<file path="src/rtl/adc082s021_responder_if.sv">
// rtl/adc082s021_responder_if.sv - SPI pin bundle between a master driver and the ADC082S021 responder
interface adc082s021_responder_if;
    logic ss_n;
    logic sclk;
    logic mosi;
    logic miso;
    logic miso_oe;

    modport master (
        output ss_n,
        output sclk,
        output mosi,
        input  miso,
        input  miso_oe
    );

    modport slave (
        input  ss_n,
        input  sclk,
        input  mosi,
        output miso,
        output miso_oe
    );
endinterface

</file>
<file path="src/rtl/adc082s021_responder.sv">
// rtl/adc082s021_responder.sv - oversampled SPI responder emulating the ADC082S021 converter
module adc082s021_responder #(
    parameter int NCHAN = 2,
    parameter int WIDTH = 12
) (
    input  logic                     clk,
    input  logic                     reset,
    adc082s021_responder_if.slave    spi,
    input  logic [NCHAN*WIDTH-1:0]   samples,
    output logic [2:0]               cur_channel,
    output logic                     frame_done,
    output logic                     frame_err
);

    typedef enum logic [1:0] {IDLE, SHIFT, HOLD} state_t;

    state_t      state, state_n;
    logic [2:0]  ss_sh, sclk_sh;
    logic [1:0]  mosi_sh;
    logic [14:0] out_reg, out_n;
    logic [12:0] in_reg, in_n;
    logic [4:0]  cnt, cnt_n;
    logic        miso_n, oe_n, done_n, err_n;
    logic [2:0]  cur_n;
    logic [WIDTH-1:0] sel;
    logic [15:0] snap;

    logic ss_fall, ss_rise, sclk_rise, sclk_fall, mosi_s;

    // ss_n chain resets to "selected" so a frame already in progress when reset
    // releases shows no falling edge; the next frame needs a fresh high-then-low.
    always_ff @(posedge clk or negedge reset) begin
        if (!reset) begin
            ss_sh   <= 3'b000;
            sclk_sh <= 3'b111;
            mosi_sh <= 2'b00;
        end else begin
            ss_sh   <= {ss_sh[1:0], spi.ss_n};
            sclk_sh <= {sclk_sh[1:0], spi.sclk};
            mosi_sh <= {mosi_sh[0], spi.mosi};
        end
    end

    assign ss_fall   =  ss_sh[2]   & ~ss_sh[1];
    assign ss_rise   = ~ss_sh[2]   &  ss_sh[1];
    assign sclk_rise = ~sclk_sh[2] &  sclk_sh[1];
    assign sclk_fall =  sclk_sh[2] & ~sclk_sh[1];
    assign mosi_s    =  mosi_sh[1];

    always_comb begin
        sel = '0;
        for (int k = 0; k < NCHAN; k++) begin
            if (cur_channel == 3'(k))
                sel = samples[k*WIDTH +: WIDTH];
        end
        snap = 16'(sel) << (12 - WIDTH);
    end

    always_comb begin
        state_n = state;
        out_n   = out_reg;
        in_n    = in_reg;
        cnt_n   = cnt;
        miso_n  = spi.miso;
        oe_n    = spi.miso_oe;
        cur_n   = cur_channel;
        done_n  = 1'b0;
        err_n   = 1'b0;
        case (state)
            IDLE: begin
                if (ss_fall) begin
                    state_n = SHIFT;
                    out_n   = snap[14:0];
                    in_n    = '0;
                    miso_n  = snap[15];
                    oe_n    = 1'b1;
                    cnt_n   = '0;
                end
            end
            SHIFT: begin
                if (ss_rise) begin
                    state_n = IDLE;
                    oe_n    = 1'b0;
                    miso_n  = 1'b0;
                    err_n   = 1'b1;
                end else if (sclk_rise) begin
                    // Only frame bits 12..0 are kept; bits 13..11 land in in_reg[12:10] at the 16th edge.
                    in_n  = {in_reg[11:0], mosi_s};
                    cnt_n = cnt + 5'd1;
                    if (cnt == 5'd15) begin
                        state_n = HOLD;
                        cur_n   = in_reg[12:10];
                        done_n  = 1'b1;
                        miso_n  = 1'b0;
                    end
                end else if (sclk_fall && cnt != 5'd0) begin
                    out_n  = {out_reg[13:0], 1'b0};
                    miso_n = out_reg[14];
                end
            end
            HOLD: begin
                if (ss_rise) begin
                    state_n = IDLE;
                    oe_n    = 1'b0;
                    miso_n  = 1'b0;
                end
            end
            default: state_n = IDLE;
        endcase
    end

    always_ff @(posedge clk or negedge reset) begin
        if (!reset) begin
            state       <= IDLE;
            out_reg     <= '0;
            in_reg      <= '0;
            cnt         <= '0;
            spi.miso    <= 1'b0;
            spi.miso_oe <= 1'b0;
            cur_channel <= '0;
            frame_done  <= 1'b0;
            frame_err   <= 1'b0;
        end else begin
            state       <= state_n;
            out_reg     <= out_n;
            in_reg      <= in_n;
            cnt         <= cnt_n;
            spi.miso    <= miso_n;
            spi.miso_oe <= oe_n;
            cur_channel <= cur_n;
            frame_done  <= done_n;
            frame_err   <= err_n;
        end
    end

endmodule

</file>
<file path="src/flat_wrapper.sv">
// flat-port wrapper written by rule: the top's interface ports become plain ports
module adc082s021_responder_flat 
#(
    parameter int NCHAN = 2,
    parameter int WIDTH = 12
)
  (clk, reset, samples, cur_channel, frame_done, frame_err, spi_ss_n, spi_sclk, spi_mosi, spi_miso, spi_miso_oe);
  adc082s021_responder_if spi_i ();
  input  logic clk;
  input  logic reset;
  input  logic [NCHAN*WIDTH-1:0] samples;
  output logic [2:0] cur_channel;
  output logic frame_done;
  output logic frame_err;
  input wire logic [$bits(spi_i.ss_n)-1:0] spi_ss_n;
  input wire logic [$bits(spi_i.sclk)-1:0] spi_sclk;
  input wire logic [$bits(spi_i.mosi)-1:0] spi_mosi;
  output wire logic [$bits(spi_i.miso)-1:0] spi_miso;
  output wire logic [$bits(spi_i.miso_oe)-1:0] spi_miso_oe;
  assign spi_i.ss_n = spi_ss_n;
  assign spi_i.sclk = spi_sclk;
  assign spi_i.mosi = spi_mosi;
  assign spi_miso = spi_i.miso;
  assign spi_miso_oe = spi_i.miso_oe;
  adc082s021_responder #(.NCHAN(NCHAN), .WIDTH(WIDTH)) u_core (.clk(clk), .reset(reset), .spi(spi_i), .samples(samples), .cur_channel(cur_channel), .frame_done(frame_done), .frame_err(frame_err));
endmodule
</file>
<file path="config.mk">
export PLATFORM = sky130hd
export DESIGN_NAME = adc082s021_responder_flat
export DESIGN_NICKNAME = d
export VERILOG_FILES = /design/src/rtl/adc082s021_responder_if.sv /design/src/rtl/adc082s021_responder.sv /design/src/flat_wrapper.sv
export SDC_FILE = /design/constraint.sdc
export NUM_CORES = 1
export LEC_CHECK = 0
export ABC_AREA = 1
export BUFFER_PORTS_ARGS = -buffer_cell sky130_fd_sc_hd__clkbuf_2
export CORE_MARGIN = 2
export CORE_UTILIZATION = 55
export CTS_BUF_LIST = sky130_fd_sc_hd__clkbuf_8
export CTS_CLUSTER_DIAMETER = 50
export DETAILED_ROUTE_END_ITERATION = 8
export GPL_ROUTABILITY_DRIVEN = 0
export PLACE_DENSITY = 0.73
export REMOVE_ABC_BUFFERS = 1
export SLEW_MARGIN = 10
export SYNTH_ARGS = -nofsm -noshare
export SYNTH_HDL_FRONTEND = slang
export SYNTH_SLANG_ARGS = --single-unit
</file>
<file path="constraint.sdc">
create_clock -name clk -period 2.55 [get_ports clk]
set_input_delay 0.3825 -clock clk [delete_from_list [all_inputs] [get_ports clk]]
set_output_delay 0.3825 -clock clk [all_outputs]
set_load 0.01 [all_outputs]
</file>
==> results of run 1 <==
==> kinds of logic (layout without fill, tap and decap cells) <==
logic type	Yosys count	in the layout	share of synthesized area [%]
adder cells (fa/ha/maj)	6	6	2.87
AO/OA/AOI/OAI	14	14	2.92
XOR/XNOR	1	1	0.335
flip-flops	50	50	48.0
AND/OR/NAND/NOR	208	208	38.6
buffers and inverters	39	70	7.28
==> cell usage after synthesis (all sizes together) (2+ instances only) <==
cell type / number / share of area [%]
a21oi: 2 / 0.53
buf: 9 / 2.8
clkbuf: 6 / 0.86
dfrtp: 47 / 45
dfstp: 3 / 3.0
ha: 6 / 2.9
inv: 23 / 3.5
nand2: 127 / 19
nand3: 47 / 11
nand4: 18 / 4.3
nor2: 14 / 2.9
o21ai: 11 / 2.1
==> per-layer routing <==
layer  vias up  part of all wire [%]  track usage, %
li1       1082                     -               -
met1       959                    50            28.5
met2        40                    46            32.0
met3         4                   3.5            3.87
met4         0                   1.0            8.44
met5         -                     0               0
==> power breakdown <==
group          leakage, nW  switching (mW)  internal (mW)
combinational        0.897           0.665          0.340
sequential           0.637           0.113          0.967
clock               0.0587           0.273          0.297
==> final cells by class <==
class	count	area, um^2
Timing Repair Buffer	38	198
Tap cell	54	67.6
Multi-Input combinational cell	229	1170
Sequential cell	50	1250
Clock buffer	5	68.8
Fill cell	412	1760
Clock inverter	3	47.5
Inverter	24	95.1
==> critical path, cell delays in order (launching register included) <==
cell and delay, ns:
dfrtp_1 0.41, inv_1 0.08, ha_1 0.41, inv_4 0.16, nand2_4 0.11, nand3_1 0.09, a21oi_2 0.42, nand2_1 0.11
nand2_1 0.09
==> worst max path at each step <==
stage	end	slack, ns
CTS	u_core.out_reg[0]	0.61
global route	u_core.out_reg[4]	0.42
finish	u_core.out_reg[0]	0.59
floorplan	u_core.out_reg[10]	0.37
global placement	u_core.out_reg[11]	0.69
detailed placement	u_core.out_reg[7]	0.63
==> results.sh, run 1 <==
export IMPL_setup_viol=0
export IMPL_die_y_um=72.9
export IMPL_numCtsBuffers=5
export IMPL_yosysWarningCount=0
export IMPL_end_kind="register"
export IMPL_core_um2=4660
export IMPL_crit_start="u_core.state[1]"
export IMPL_dieArea_um2=5320
export IMPL_cts_max_level=2
export IMPL_worstHoldStart="spi_sclk"
export IMPL_area_growth_pct=11.0
export IMPL_finalWorstSetupSlack_ns=0.595
export IMPL_synth_edff_count=0
export IMPL_hold_path_endpoint="u_core.sclk_sh[0]"
export IMPL_holdCritPathClass="in -> reg"
export IMPL_period_share_pct=76.7
export IMPL_clock_latency_ns=0.31
export IMPL_grt_pass1_wl_um=8420
export IMPL_boundaryPins=36
export IMPL_clk_pin_slew_worst_paths_ns=0.09
export IMPL_grt_max_degree=51
export IMPL_p_per_area_nw_per_um2=916
export IMPL_wl_per_cell_um=12.5
export IMPL_diodes=0
export IMPL_worst_ep_required_time_ns=2.80
export IMPL_timing_rr_start="u_core.state[1]"
export IMPL_synth_seq_cells=50
export IMPL_synth_seq_area_share_pct=48.0
export IMPL_max_clock_freq_ghz=0.511
export IMPL_r2r_setup_slack_ns=0.59
export IMPL_pre_cts_slack_ns=0.631
export IMPL_antenna_found_initial=0
export IMPL_synthFlopType="dfrtp_1"
export IMPL_layout_commonest_cell="nand2_1"
export IMPL_die_width_um=72.9
export IMPL_cts_tree="built"
export IMPL_ctsResizeCount=0
export IMPL_ff2ff_path_depth=8
export IMPL_relSlewSlack_pct=49.1
export IMPL_rows=25
export IMPL_instances_no_fill=403
export IMPL_cts_buffer_depth=2
export IMPL_port_buffers=35
export IMPL_dp_cells=395
export IMPL_vias=2085
export IMPL_final_core_util_pct=62.2
export IMPL_hold_worst_slack_ns=0.144
export IMPL_ant_nets=0
export IMPL_cp_arrival_ns=2.20
export IMPL_rr_endpoint="u_core.out_reg[0]"
export IMPL_synth_distinct_cells=27
export IMPL_power_mw=2.66
export IMPL_placed_cell_area_um2=2780
export IMPL_dpl_hpwl_um=3470
export IMPL_syn_inst=318
export IMPL_period_needed_ns=1.96
export IMPL_first_global_vias=1872
export IMPL_root_buffer="clkbuf_8"
export IMPL_maxCapViolCount=0
export IMPL_syn_avg_cell_area_um2=8.22
export IMPL_drtIter0Drc=114
export IMPL_hold_path_depth=1
export IMPL_critPathLaunchType="register"
export IMPL_crit_type="reg -> reg"
export IMPL_slew_violations=0
export IMPL_drive_above_1_share_pct=21.2
export IMPL_finalHoldViolCount=0
export IMPL_drt_wl_total_um=5020
export IMPL_mostFrequentLayoutCells="122 x nand2_1, 47 x dfrtp_1, 36 x nand3_1, 35 x clkbuf_2"
export IMPL_syn_area_um2=2610
export IMPL_worst_pin_slew_ns=0.761
export IMPL_largest_register_ffs=15
export IMPL_initial_core_util_pct=56.1
export IMPL_finalSetupTns_ns=0
export IMPL_async_flop_share_pct=100
export IMPL_rsz0062_at_grt="no"
export IMPL_vias_per_cell=5.17
export IMPL_track_usage_pct=20.6
export IMPL_overflow=0
export IMPL_status="complete, no violations"
export IMPL_post_cts_setup_buffer_count=0
export IMPL_nNetsFinal=383
export IMPL_path_max_fanout=14
export IMPL_leakagePower_nw=1.59
export IMPL_cts_sinks=50
export IMPL_firstDrtPassIters=4
export IMPL_stdcell_area_um2=2900
export IMPL_holdBufCountCts=0
export IMPL_peakVddDrop_v=0.000454
export IMPL_clock_skew_ns=0.00493
export IMPL_drc=0
No activity file was read; power rests on OpenSTA's default activity.
==> run 2, diff against run 1 <==
ABC_AREA = 0   (was 1)
clock period = 1.9 ns   (was 2.55 ns; I/O delays follow)
==> run 2 against run 1 <==
Against the previous run:
- sequential share of layout area down 0.99 points
- area after synthesis decreased by 4.7%
- critical endpoint is now u_core.out_reg[1]
- synthesized cell count is 29% lower
- register-to-register slack got worse by 0.55 ns
- die area shrank 4.4%
- flip-flop and latch count unchanged
- cell count shrank 21%
==> results.sh, run 2 <==
export IMPL_status="complete, no violations"
export IMPL_holdBufCountCts=0
export IMPL_port_buffers=35
export IMPL_synth_edff_count=0
export IMPL_r2r_setup_slack_ns=0.04
export IMPL_synthFlopType="dfrtp_1"
export IMPL_drc=0
export IMPL_synth_top_family_by_area="compound AO/OA/AOI/OAI gates"
export IMPL_async_flop_share_pct=100
export IMPL_numCtsBuffers=5
export IMPL_firstDrtPassIters=4
export IMPL_max_clock_freq_ghz=0.538
export IMPL_dpl_hpwl_um=3220
export IMPL_cts_buffer_depth=2
export IMPL_ant_nets=0
export IMPL_rsz0062_at_grt="yes"
export IMPL_worst_ep_required_time_ns=2.10
export IMPL_cts_max_level=2
export IMPL_synth_seq_cells=50
export IMPL_core_um2=4350
export IMPL_maxCapViolCount=0
export IMPL_vias=1769
export IMPL_synth_compound_area_share_pct=16.2
export IMPL_slew_violations=0
export IMPL_synthAdderAreaFrac_pct=3.02
export IMPL_synth_seq_area_share_pct=50.4
export IMPL_synth_mux_area_share_pct=11.0
export IMPL_die_y_um=71.3
export IMPL_crit_chain="inv_2, ha_4, nor2b_4, a2bb2oi_4, o31ai_4, clkbuf_16, mux2_4"
export IMPL_cp_arrival_ns=2.06
export IMPL_synthSimpleGateAreaFrac_pct=13.6
export IMPL_setup_viol=0
export IMPL_finalSetupTns_ns=0
export IMPL_period_share_pct=97.8
export IMPL_post_cts_setup_buffer_count=0
export IMPL_rows=24
export IMPL_dp_cells=310
export IMPL_drtIter0Drc=81
export IMPL_clock_skew_ns=0.00943
export IMPL_synth_area_top_cells="dfrtp_1 47%, nand2_1 5.6%, mux2_4 5.4%, o211ai_1 3.6%, dfstp_2 3.2%"
export IMPL_mostFrequentLayoutCells="47 x dfrtp_1, 37 x nand2_1, 35 x clkbuf_2, 13 x o21ai_0"
export IMPL_holdCritPathClass="in -> reg"
export IMPL_yosysMostFrequentCell="dfrtp_1"
export IMPL_ff2ff_path_depth=7
export IMPL_grt_pass1_wl_um=8320
export IMPL_timing_rr_start="u_core.state[1]"
export IMPL_synth_xor_area_share_pct=0
export IMPL_peakVddDrop_v=0.000493
export IMPL_grt_max_degree=51
export IMPL_initial_core_util_pct=57.2
export IMPL_hold_path_endpoint="u_core.sclk_sh[0]"
export IMPL_hold_worst_slack_ns=0.0550
export IMPL_hold_path_depth=1
export IMPL_vias_per_cell=5.55
export IMPL_worstHoldStart="spi_sclk"
export IMPL_rr_endpoint="u_core.out_reg[1]"
export IMPL_track_usage_pct=20.5
export IMPL_layout_commonest_cell="dfrtp_1"
export IMPL_area_growth_pct=19.1
export IMPL_overflow=0
export IMPL_largest_register_ffs=15
export IMPL_yosysWarningCount=0
export IMPL_period_needed_ns=1.86
export IMPL_p_per_area_nw_per_um2=1250
export IMPL_syn_avg_cell_area_um2=11.1
export IMPL_path_max_fanout=6
export IMPL_synth_top_area_share_pct=47.2
export IMPL_cp_slowest_stage_delay_ns=0.40
export IMPL_synth_largest_area_cell="dfrtp_1"
export IMPL_nNetsFinal=301
export IMPL_crit_path_top_delay_cell="dfrtp_1"
export IMPL_relSlewSlack_pct=59.1
export IMPL_finalHoldViolCount=0
export IMPL_end_kind="register"
export IMPL_cts_sinks=50
export IMPL_clk_pin_slew_worst_paths_ns=0.09
export IMPL_yosys_top_cells_count="47 x dfrtp_1, 37 x nand2_1, 13 x inv_1, 13 x o21ai_0, 12 x o211ai_1"
export IMPL_boundaryPins=36
export IMPL_syn_inst=225
export IMPL_drt_wl_total_um=4770
export IMPL_critPathLaunchType="register"
export IMPL_clock_latency_ns=0.31
export IMPL_root_buffer="clkbuf_8"
export IMPL_leakagePower_nw=1.46
export IMPL_antenna_found_initial=0
export IMPL_dieArea_um2=5080
export IMPL_first_global_vias=1768
export IMPL_crit_type="reg -> reg"
export IMPL_wl_per_cell_um=15.0
export IMPL_syn_area_um2=2490
export IMPL_worst_pin_slew_ns=0.613
export IMPL_die_width_um=71.3
export IMPL_cts_tree="built"
export IMPL_drive_above_1_share_pct=34.1
export IMPL_instances_no_fill=319
export IMPL_diodes=0
export IMPL_synth_distinct_cells=43
[run 2: critical path: cells and delay by family (launching register included)]
| family | cells | cell delay (ns) |
|---|---|---|
| mux | 1 | 0.29 |
| flops | 1 | 0.40 |
| buf+inv | 2 | 0.32 |
| fa+ha+maj | 1 | 0.19 |
| simple gates | 1 | 0.18 |
| compound gates | 2 | 0.36 |
[run 2: repair_timing]
action | in CTS | in global routing
resized for setup | 4 | 13
hold endpoints to repair | 0 | 0
endpoints found under the setup margin | 13 | 32
cloned | 0 | 1
[run 2: cells by family (layout without fill, tap and decap cells)]
logic type / Yosys count / count (layout)
fa+ha+maj: 6 / 6
flops: 50 / 50
buf+inv: 29 / 71
simple gates: 64 / 64
mux: 22 / 22
compound gates: 54 / 54
[run 2: area by class of cell]
class                   count  area (um^2)
fillers                   343         1390
repair buffers             49          334
clock buffers               6         82.6
flip-flops and latches     50         1250
multi-input cells         146         1160
well taps                  52         65.1
inverters                  14         52.6
clock inverters             2         12.5
[run 2: metal layers]
metal | track usage [%] | part of all wire [%] | vias up
met2 | 31.6 | 47 | 43
met3 | 4.50 | 4.7 | 7
met4 | 6.71 | 1.3 | 0
li1 | - | - | 873
met5 | 0 | 0 | -
met1 | 29.2 | 47 | 846
[run 2: power breakdown]
part	internal (mW)	switching, mW	leakage [nW]	total [mW]
combinational	0.805	0.761	0.779	1.57
sequential	1.32	0.175	0.639	1.49
clock	0.293	0.355	0.0472	0.648
[run 2: worst max-delay path by stage]
stage                          startpoint                  to  slack (ns)
after floorplan           u_core.state[1]   u_core.out_reg[7]       -0.77
after global routing      u_core.state[1]   u_core.out_reg[0]       -0.06
after detailed placement  u_core.state[0]   u_core.out_reg[9]       -0.17
after CTS                 u_core.state[1]   u_core.out_reg[8]        0.02
after global placement    u_core.state[0]  u_core.out_reg[10]       -0.15
final                     u_core.state[1]   u_core.out_reg[1]        0.04
[run 2: per-stage QoR]
stage                     setup slack, ns  util [%]  power, mW  cell area [um^2]
after floorplan                    -0.767         -       2.44              2400
after global placement             -0.147      63.5       2.87              2770
after detailed placement           -0.168      63.5       2.92              2770
after CTS                          0.0159      66.1       3.62              2880
after global routing              -0.0599      68.1       3.98              2970
final                              0.0425      68.1       3.71              2970
